### src/rtl/instr_mem_ctrl_pkg.sv
// Shared types and helpers for the instruction-memory slave and its upstream decoder.
// The address check lives here so both sides agree on what counts as a bad fetch.
package instr_mem_pkg;

    typedef enum logic [2:0] {
        IDLE   = 3'd0,
        WAIT   = 3'd1,
        ACCESS = 3'd2,
        RESP   = 3'd3,
        ERR    = 3'd4
    } state_e;

    localparam int unsigned ERR_CNT_W  = 16;
    localparam int unsigned WAIT_CNT_W = 4;

    function automatic int unsigned idx_width(input int unsigned words);
        return (words > 32'd1) ? $clog2(words) : 32'd1;
    endfunction

    // The upper bound is formed in 33 bits so a window ending at 4 GiB cannot wrap.
    function automatic logic addr_is_err(input logic [31:0] addr,
                                         input logic [31:0] base,
                                         input int unsigned words);
        logic [32:0] limit_v;
        limit_v = {1'b0, base} + (33'(words) << 2);
        return (addr < base) || ({1'b0, addr} >= limit_v) || (addr[1:0] != 2'b00);
    endfunction

endpackage

### src/rtl/instr_mem_ctrl_if.sv
// Fetch port between the instruction-memory decoder (master) and the memory slave.
interface instr_mem_ctrl_if;
    logic        req;
    logic        gnt;
    logic        rvalid;
    logic        err;
    logic [31:0] addr;
    logic [31:0] rdata;

    modport master (output req, addr, input gnt, rvalid, rdata, err);
    modport slave  (input req, addr, output gnt, rvalid, rdata, err);
endinterface

### src/rtl/instr_mem_ctrl.sv
// Instruction-memory slave: grants fetches, inserts wait states, reads a 1-cycle SRAM,
// and answers out-of-range or misaligned fetches with an error response.
module instr_mem_ctrl
    import instr_mem_pkg::*;
#(
    parameter logic [31:0] MEM_BASE    = 32'h0000_0000,
    parameter int unsigned MEM_WORDS   = 65536,
    parameter int unsigned WAIT_STATES = 0,
    localparam int unsigned IDX_W      = idx_width(MEM_WORDS)
) (
    input  logic                 clk_i,
    input  logic                 rst_ni,
    instr_mem_ctrl_if.slave      bus,
    output logic                 mem_req_o,
    output logic [IDX_W-1:0]     mem_addr_o,
    input  logic [31:0]          mem_rdata_i,
    output logic [ERR_CNT_W-1:0] err_count_o
);

    state_e                state_r;
    state_e                state_s;
    logic [WAIT_CNT_W-1:0] wait_cnt_r;
    logic [IDX_W-1:0]      mem_addr_r;
    logic                  rvalid_r;
    logic                  err_r;
    logic                  mem_req_r;
    logic [ERR_CNT_W-1:0]  err_cnt_r;

    logic                  gnt_s;
    logic                  req_err_s;
    logic [IDX_W-1:0]      mem_idx_s;
    logic [31:0]           rdata_s;

    // State register.
    always_ff @(posedge clk_i or negedge rst_ni) begin
        if (!rst_ni) begin
            state_r <= IDLE;
        end else begin
            state_r <= state_s;
        end
    end

    // Next-state logic; ERR never grants, so it always falls back to IDLE.
    always_comb begin
        state_s = state_r;
        case (state_r)
            IDLE, RESP, ERR: begin
                if (gnt_s && req_err_s) begin
                    state_s = ERR;
                end else if (gnt_s) begin
                    state_s = (WAIT_STATES > 32'd0) ? WAIT : ACCESS;
                end else begin
                    state_s = IDLE;
                end
            end
            WAIT: begin
                if (wait_cnt_r == {WAIT_CNT_W{1'b0}}) begin
                    state_s = ACCESS;
                end else begin
                    state_s = WAIT;
                end
            end
            ACCESS:  state_s = RESP;
            default: state_s = IDLE;
        endcase
    end

    // Grant, fetch classification and read-data steering.
    always_comb begin
        gnt_s     = bus.req && ((state_r == IDLE) || (state_r == RESP));
        req_err_s = addr_is_err(bus.addr, MEM_BASE, MEM_WORDS);
        mem_idx_s = IDX_W'((bus.addr - MEM_BASE) >> 2);
        if (rvalid_r && !err_r) begin
            rdata_s = mem_rdata_i;
        end else begin
            rdata_s = 32'h0000_0000;
        end
    end

    // Wait counter, latched SRAM index and response qualifiers, all keyed on the next state.
    always_ff @(posedge clk_i or negedge rst_ni) begin
        if (!rst_ni) begin
            wait_cnt_r <= {WAIT_CNT_W{1'b0}};
            mem_addr_r <= {IDX_W{1'b0}};
            rvalid_r   <= 1'b0;
            err_r      <= 1'b0;
            mem_req_r  <= 1'b0;
        end else begin
            if (gnt_s && !req_err_s) begin
                wait_cnt_r <= WAIT_CNT_W'(WAIT_STATES - 32'd1);
                mem_addr_r <= mem_idx_s;
            end else if ((state_r == WAIT) && (wait_cnt_r != {WAIT_CNT_W{1'b0}})) begin
                wait_cnt_r <= wait_cnt_r - WAIT_CNT_W'(1);
            end
            rvalid_r  <= (state_s == RESP) || (state_s == ERR);
            err_r     <= (state_s == ERR);
            mem_req_r <= (state_s == ACCESS);
        end
    end

    // Saturating error-response counter, bumped as each error response retires.
    always_ff @(posedge clk_i or negedge rst_ni) begin
        if (!rst_ni) begin
            err_cnt_r <= {ERR_CNT_W{1'b0}};
        end else if ((state_r == ERR) && (err_cnt_r != {ERR_CNT_W{1'b1}})) begin
            err_cnt_r <= err_cnt_r + ERR_CNT_W'(1);
        end
    end

    assign bus.gnt     = gnt_s;
    assign bus.rvalid  = rvalid_r;
    assign bus.err     = err_r;
    assign bus.rdata   = rdata_s;
    assign mem_req_o   = mem_req_r;
    assign mem_addr_o  = mem_addr_r;
    assign err_count_o = err_cnt_r;

endmodule
### src/flat_wrapper.sv
// flat-port wrapper written by rule: the top's interface ports become plain ports
module instr_mem_ctrl_flat import instr_mem_pkg::*;
#(
    parameter logic [31:0] MEM_BASE    = 32'h0000_0000,
    parameter int unsigned MEM_WORDS   = 65536,
    parameter int unsigned WAIT_STATES = 0,
    localparam int unsigned IDX_W      = idx_width(MEM_WORDS)
)
  (clk_i, rst_ni, mem_req_o, mem_addr_o, mem_rdata_i, err_count_o, bus_req, bus_addr, bus_gnt, bus_rvalid, bus_rdata, bus_err);
  instr_mem_ctrl_if bus_i ();
  input  logic clk_i;
  input  logic rst_ni;
  output logic mem_req_o;
  output logic [IDX_W-1:0] mem_addr_o;
  input  logic [31:0] mem_rdata_i;
  output logic [ERR_CNT_W-1:0] err_count_o;
  input wire logic [$bits(bus_i.req)-1:0] bus_req;
  input wire logic [$bits(bus_i.addr)-1:0] bus_addr;
  output wire logic [$bits(bus_i.gnt)-1:0] bus_gnt;
  output wire logic [$bits(bus_i.rvalid)-1:0] bus_rvalid;
  output wire logic [$bits(bus_i.rdata)-1:0] bus_rdata;
  output wire logic [$bits(bus_i.err)-1:0] bus_err;
  assign bus_i.req = bus_req;
  assign bus_i.addr = bus_addr;
  assign bus_gnt = bus_i.gnt;
  assign bus_rvalid = bus_i.rvalid;
  assign bus_rdata = bus_i.rdata;
  assign bus_err = bus_i.err;
  instr_mem_ctrl #(.MEM_BASE(MEM_BASE), .MEM_WORDS(MEM_WORDS), .WAIT_STATES(WAIT_STATES)) u_core (.clk_i(clk_i), .rst_ni(rst_ni), .bus(bus_i), .mem_req_o(mem_req_o), .mem_addr_o(mem_addr_o), .mem_rdata_i(mem_rdata_i), .err_count_o(err_count_o));
endmodule
### config.mk
export PLATFORM = sky130hd
export DESIGN_NAME = instr_mem_ctrl_flat
export DESIGN_NICKNAME = d
export VERILOG_FILES = /design/src/rtl/instr_mem_ctrl_pkg.sv /design/src/rtl/instr_mem_ctrl_if.sv /design/src/rtl/instr_mem_ctrl.sv /design/src/flat_wrapper.sv
export SDC_FILE = /design/constraint.sdc
export NUM_CORES = 1
export LEC_CHECK = 0
export ABC_AREA = 1
export BUFFER_PORTS_ARGS = -buffer_cell sky130_fd_sc_hd__buf_4
export CAP_MARGIN = 20
export CELL_PAD_IN_SITES_DETAIL_PLACEMENT = 0
export CELL_PAD_IN_SITES_GLOBAL_PLACEMENT = 1
export CORE_MARGIN = 2
export CORE_UTILIZATION = 30
export CTS_CLUSTER_SIZE = 40
export DETAILED_ROUTE_END_ITERATION = 6
export GPL_TIMING_DRIVEN = 1
export PLACE_DENSITY = 0.78
export SYNTH_ARGS = -nofsm -noshare
export SYNTH_HDL_FRONTEND = slang
export SYNTH_SLANG_ARGS = --single-unit
### constraint.sdc
create_clock -name clk_i -period 1.9 [get_ports clk_i]
set_input_delay 0.38 -clock clk_i [delete_from_list [all_inputs] [get_ports clk_i]]
set_output_delay 0.38 -clock clk_i [all_outputs]
set_load 0.05 [all_outputs]
==> flow_summary_export.csv, run 1 <==
group,metric,value,unit
synthesis,syn_nets,419,
layout,drive_gt1_frac,0.335,
detailed_routing,drtAntennaViolNets,0,
synthesis,syn_area,2450,um2
global_routing,antenna_found_initial,0,
synthesis,synth_edf_count,0,
placement,place.gp.congestion,0.735,
clock_network,cts-root-buf,"clkbuf_8",
synthesis,synthFlopType,"dfrtp_1",
die,start_util,0.313,
synthesis,yosys.area.top_type,"dfrtp_1",
detailed_routing,route.detailed.drc,0,
die,die_w,94.3,um
worst_setup_path,rr_startpoint,"u_core.err_count_o[0]$_DFFE_PN0P_",
worst_setup_path,path_class,"reg2out",
placement,placed_area,3530,um2
placement,dp_hpwl,4780,um
timing,timing.final.ws_setup,0.146,ns
global_routing,grt_pass1_wl,10400,um
worst_setup_path,arrival,1.37,ns
detailed_routing,wl_per_cell,10.6,um
die,ios,135,
layout,insertedDiodeCount,0,
clock_network,cts.clk_slew.worst_paths,0.08,ns
detailed_routing,vias,2496,
worst_setup_path,cp_slowest_cell,"dfrtp_1",
clock_network,clk_latency,0.30,ns
synthesis,ys_top_cells_by_count,"108 x nand2_1, 70 x inv_1, 57 x nor2_1",
detailed_routing,drt_wl_total,6260,um
timing,finalCritPeriodShare,0.923,
global_routing,grtUsageTotal,0.145,
synthesis,ys_warn_count,0,
power_and_ir_drop,p_leak,2.12,nW
power_and_ir_drop,power.total,2.74,mW
placement,port_buffers,134,
timing,finalSetupTns,0,ns
timing,max_freq,0.570,GHz
worst_setup_path,start_kind,"register",
timing,drv_slew,0,
synthesis,synth_area_per_cell,6.99,um2
layout,fillers,793,
synthesis,synth.area.top_cells,"dfrtp_1 43%, nand2_1 17%, inv_1 11%",
worst_setup_path,cp_data_required_time,1.52,ns
detailed_routing,dr.pass1.iters,4,
placement,post-place-ws,0.287,ns
layout,fin_area,3640,um2
power_and_ir_drop,p_seq_frac,0.398,
worst_setup_path,path_max_fanout,32,
global_routing,grt_max_degree,43,
die,fp.dieH,94.3,um
timing,setup_viol,0,
run_status,status,"completed",
worst_setup_path,critPathLaunch,"u_core.bus.err$_DFF_PN0_",
detailed_routing,avgViaCountPerCell,4.24,
synthesis,yosysUniqueCellTypes,24,
global_routing,grt_pass1_vias,2374,
layout,layout.nets,554,
synthesis,synth_cells,350,
synthesis,yosys.area.top_type_share,0.430,
placement,place_inst,580,
synthesis,yosys.cell_count.top_type,"nand2_1",
worst_setup_path,cpMostUsedCell,"buf_4",
detailed_routing,drt-initial-drc-count,71,
timing,whs,0.0588,ns
timing,tightest_slew,0.539,ns
power_and_ir_drop,p_int,1.68,mW
clock_network,cts_num_sinks,42,
clock_network,cts-htree-levels,2,
clock_network,cts_resized,0,
layout,final_cells,588,
power_and_ir_drop,pwr_density_cell,752,nW/um2
global_routing,grt-ovfl-total,0,
synthesis,synth-seq-cells,42,
die,fp-row-count,32,
worst_setup_path,slowest_delay,0.38,ns
layout,postLayoutCoreUtil,0.466,
clock_network,hold_buffers,0,
worst_setup_path,end_kind,"output pin",
synthesis,async_reset_ff_frac,1.00,
power_and_ir_drop,swShare,0.385,
clock_network,clockBufferDepth,2,
power_and_ir_drop,p_switching,1.06,mW
timing,layout_min_cycle_time,1.75,ns
worst_setup_path,path_cells,"inv_1, nand2_1, buf_4, nor2_1, buf_4",
power_and_ir_drop,power_frac_comb,0.340,
worst_setup_path,r2r_setup_slack,0.27,ns
synthesis,synth.yosys.seq_area_share,0.430,
worst_setup_path,r2r_end,"u_core.err_count_o[5]$_DFFE_PN0P_",
clock_network,cts_tree,"done",
worst_setup_path,r2r_cells,9,
min_path,hold_path_class,"in2async",
worst_setup_path,cp_top_family,"buffers and inverters",
die,core_area,7810,um2
timing,skew,0.00398,ns
clock_network,cts_made_buffers,5,
timing,hold_viol,0,
timing,max_slew_margin,0.641,
clock_network,cts_setup_buffers,0,
worst_setup_path,path_buf_inv,3,
timing,rsz0062_at_grt,"false",
power_and_ir_drop,power_frac_clock,0.262,
power_and_ir_drop,ir_drop,0.607,mV
die,die-area,8890,um2
job,drv_cap,0,
layout,area_growth_syn_to_layout,48.8,%
-- worst max-delay path by stage --
stage / endpoint / depth (start not counted)
after global routing: u_core.err_count_o[2]$_DFFE_PN0P_ / 9
after global placement: u_core.err_count_o[5]$_DFFE_PN0P_ / 9
after detailed placement: u_core.err_count_o[5]$_DFFE_PN0P_ / 9
after floorplan: bus_rdata[10] / 3
final: bus_rdata[3] / 5
after CTS: bus_rdata[3] / 5
-- power by group through the flow --
stage | Sequential, mW | Clock, mW | Combinational [mW]
detailed placement | 1.10 | 0 | 0.939
floorplan | 1.31 | 0 | 0.379
finish | 1.09 | 0.718 | 0.930
global route | 1.10 | 0.776 | 1.01
CTS | 1.09 | 0.739 | 0.942
global placement | 1.10 | 0 | 0.944
-- flip-flops by register name, summed over array words and instances (netlist names) --
name and flops:
u_core.state_r 3, u_core.mem_addr_o 16, u_core.bus.rvalid 1, u_core.wait_cnt_r 4, u_core.bus.err 1, u_core.err_count_o 16, u_core.mem_req_o 1
-- placed cells by master, fill, tap and decap left out, drive strengths merged --
master,netlist,layout
buf,6,137
nand2,112,112
inv,70,70
nor2,61,61
dfrtp,42,42
o21ai,21,21
nand3,15,15
xnor2,6,6
nand4,5,5
clkbuf,3,5
nand3b,2,2
xor2,2,2
ha,2,2
clkinvlp,0,2
a21oi,1,1
nor3,1,1
clkinv,1,1
bufinv,0,1
-- cell type report --
type                            instances  area, um2  area share
Clock buffer                            5       68.8      0.0189
Timing Repair Buffer                  137       1030       0.283
Multi-Input combinational cell        228       1050       0.289
Tap cell                              102        128      0.0351
Inverter                               71        267      0.0732
Sequential cell                        42       1050       0.289
Clock inverter                          3       45.0      0.0124
-- routing by layer --
metal	routed length [um]	global-route usage
met5	0	0
met4	77	0.0411
met3	691	0.0441
met2	2890	0.271
met1	2600	0.157
-- cells by family after synthesis --
kind of cell    Yosys count  synth area share
simple gates            196             0.336
buf+inv                  80             0.140
flops                    42             0.430
compound gates           22            0.0558
xor+xnor                  8            0.0286
fa+ha+maj                 2            0.0102
Power figures use the tool's default switching activity.
==> run 2, diff against run 1 <==
Settings changed: CORE_UTILIZATION 30 to 31, CTS_BUF_LIST set to sky130_fd_sc_hd__clkbuf_2, MAX_ROUTING_LAYER set to met4, PLACE_DENSITY 0.78 to 0.8.
==> run 2 against run 1 <==
  * Sequential power is essentially flat
  * Worst setup slack lost 0.050 ns
  * Global-route usage grew 0.63 points
  * Fmax shrank 2.8%
==> flow_summary_export.csv, run 2 (synthesis gave the netlist of run 1 again) <==
group,metric,value,unit
run_status,status,"completed",
layout,final_common_cell,"buf_4",
layout,final-seq-area,1050,um2
worst_setup_path,arrival,1.42,ns
timing,max_slew_margin,0.636,
power_and_ir_drop,ir_drop,0.675,mV
detailed_routing,dr.pass1.iters,4,
placement,place.gp.congestion,0.747,
detailed_routing,drt-initial-drc-count,136,
timing,hold_viol,0,
layout,insertedDiodeCount,0,
power_and_ir_drop,p_int,1.39,mW
global_routing,grt_max_degree,43,
placement,port_buffers,134,
die,start_util,0.318,
layout,fin_area,3600,um2
die,fp-row-count,32,
worst_setup_path,start_kind,"register",
timing,drv_slew,0,
power_and_ir_drop,power.total,2.40,mW
die,fp.dieH,92.8,um
global_routing,met2_usage,0.260,
global_routing,grt_use_met3,0.0456,
die,ios,135,
worst_setup_path,end_kind,"output pin",
layout,drive_gt1_frac,0.338,
layout,layout.nets,554,
detailed_routing,avgViaCountPerCell,4.27,
power_and_ir_drop,power_frac_clock,0.157,
global_routing,grtUsageTotal,0.152,
clock_network,cts-root-buf,"clkbuf_2",
detailed_routing,vias,2506,
die,die-area,8620,um2
layout,area_growth_syn_to_layout,47.0,%
power_and_ir_drop,p_switching,1.01,mW
global_routing,grt_pass1_wl,10500,um
timing,layout_min_cycle_time,1.80,ns
min_path,hold_path_class,"in2reg",
job,drv_cap,0,
clock_network,cts.clk_slew.worst_paths,0.20,ns
placement,dp_hpwl,4760,um
detailed_routing,drt_wl_total,6220,um
power_and_ir_drop,p_leak,2.10,nW
layout,fillers,776,
detailed_routing,route.detailed.drc,0,
die,core_area,7690,um2
global_routing,grtUsageMet1,0.172,
global_routing,busiest_layer,"met2",
clock_network,clockBufferDepth,2,
detailed_routing,wl_per_cell,10.6,um
global_routing,antenna_found_initial,0,
worst_setup_path,path_max_fanout,32,
placement,placed_area,3520,um2
timing,max_freq,0.554,GHz
clock_network,cts_setup_buffers,0,
worst_setup_path,path_class,"reg2out",
clock_network,cts_num_sinks,42,
global_routing,grt_pass1_vias,2406,
timing,finalCritPeriodShare,0.949,
timing,skew,0.0176,ns
layout,final_cells,587,
placement,place_inst,579,
die,die_w,92.8,um
global_routing,grt-ovfl-total,0,
layout,final_cell_mix,"130 x buf_4, 108 x nand2_1, 70 x inv_1",
timing,whs,0.197,ns
timing,setup_viol,0,
power_and_ir_drop,power_frac_comb,0.394,
clock_network,clk_latency,0.40,ns
clock_network,cts_made_buffers,5,
timing,tightest_slew,0.546,ns
power_and_ir_drop,swShare,0.421,
power_and_ir_drop,pwr_density_cell,668,nW/um2
clock_network,cts_tree,"done",
layout,postLayoutCoreUtil,0.468,
power_and_ir_drop,p_seq_frac,0.449,
detailed_routing,drtAntennaViolNets,0,
layout,multiInputGateArea,1060,um2
worst_setup_path,cp_data_required_time,1.52,ns
clock_network,cts-htree-levels,2,
## run 2: per-layer routing
layer | vias to the layer above | part of all wire
met2 | 99 | 0.46
met5 | - | 0
met1 | 1099 | 0.43
met3 | 7 | 0.093
li1 | 1301 | -
met4 | 0 | 0.012
## run 2: power by group through the flow
stage | Sequential [mW] | Combinational (mW) | Clock, mW
after floorplan | 1.31 | 0.379 | 0
after global placement | 1.09 | 0.944 | 0
after detailed placement | 1.09 | 0.944 | 0
after CTS | 1.08 | 0.949 | 0.398
after global routing | 1.10 | 1.02 | 0.424
final | 1.08 | 0.947 | 0.376
## run 2: through the flow
stage / worst slack, ns / setup TNS, ns
5_1_grt: -0.00193 / -0.00193
3_3_place_gp: 0.366 / 0
3_5_place_dp: 0.306 / 0
4_1_cts: 0.00179 / 0
2_1_floorplan: -0.157 / -4.72
6_report: 0.0960 / 0
## run 2: timing repair
item                                    CTS  global route
endpoints found under the setup margin    1            32
endpoints found under the hold margin    42             0
gates resized for setup                   1             8
hold buffers                              1             0
## run 2: final timing paths
kind | cells past startpoint | end | slack [ns] | from
max in group asynchronous | 2 | u_core.wait_cnt_r[0]$_DFFE_PN0P_ | 1.04 | rst_ni
max reg2reg | 8 | u_core.err_count_o[5]$_DFFE_PN0P_ | 0.29 | u_core.err_count_o[0]$_DFFE_PN0P_
max | 5 | bus_rdata[22] | 0.1 | u_core.bus.err$_DFF_PN0_
min | 3 | u_core.mem_addr_o[11]$_DFFE_PN0P_ | 0.20 | bus_addr[13]
min reg2reg | 2 | u_core.mem_addr_o[14]$_DFFE_PN0P_ | 0.51 | u_core.mem_addr_o[14]$_DFFE_PN0P_
min in group asynchronous | 2 | u_core.err_count_o[13]$_DFFE_PN0P_ | 0.47 | rst_ni
## run 2: worst max-delay path: stages, from the launching register on
cell,delay [ns]
dfrtp_1,0.42
inv_1,0.05
nand2_1,0.05
buf_6,0.18
nor2_1,0.13
buf_4,0.21
## run 2: layout make-up
type                    count  share of cell area
clock buffers               6             0.00835
clock inverters             1             0.00209
inverters                  71              0.0741
multi-input cells         228               0.295
flip-flops and latches     42               0.292
well taps                 102              0.0355
repair buffers            137               0.293
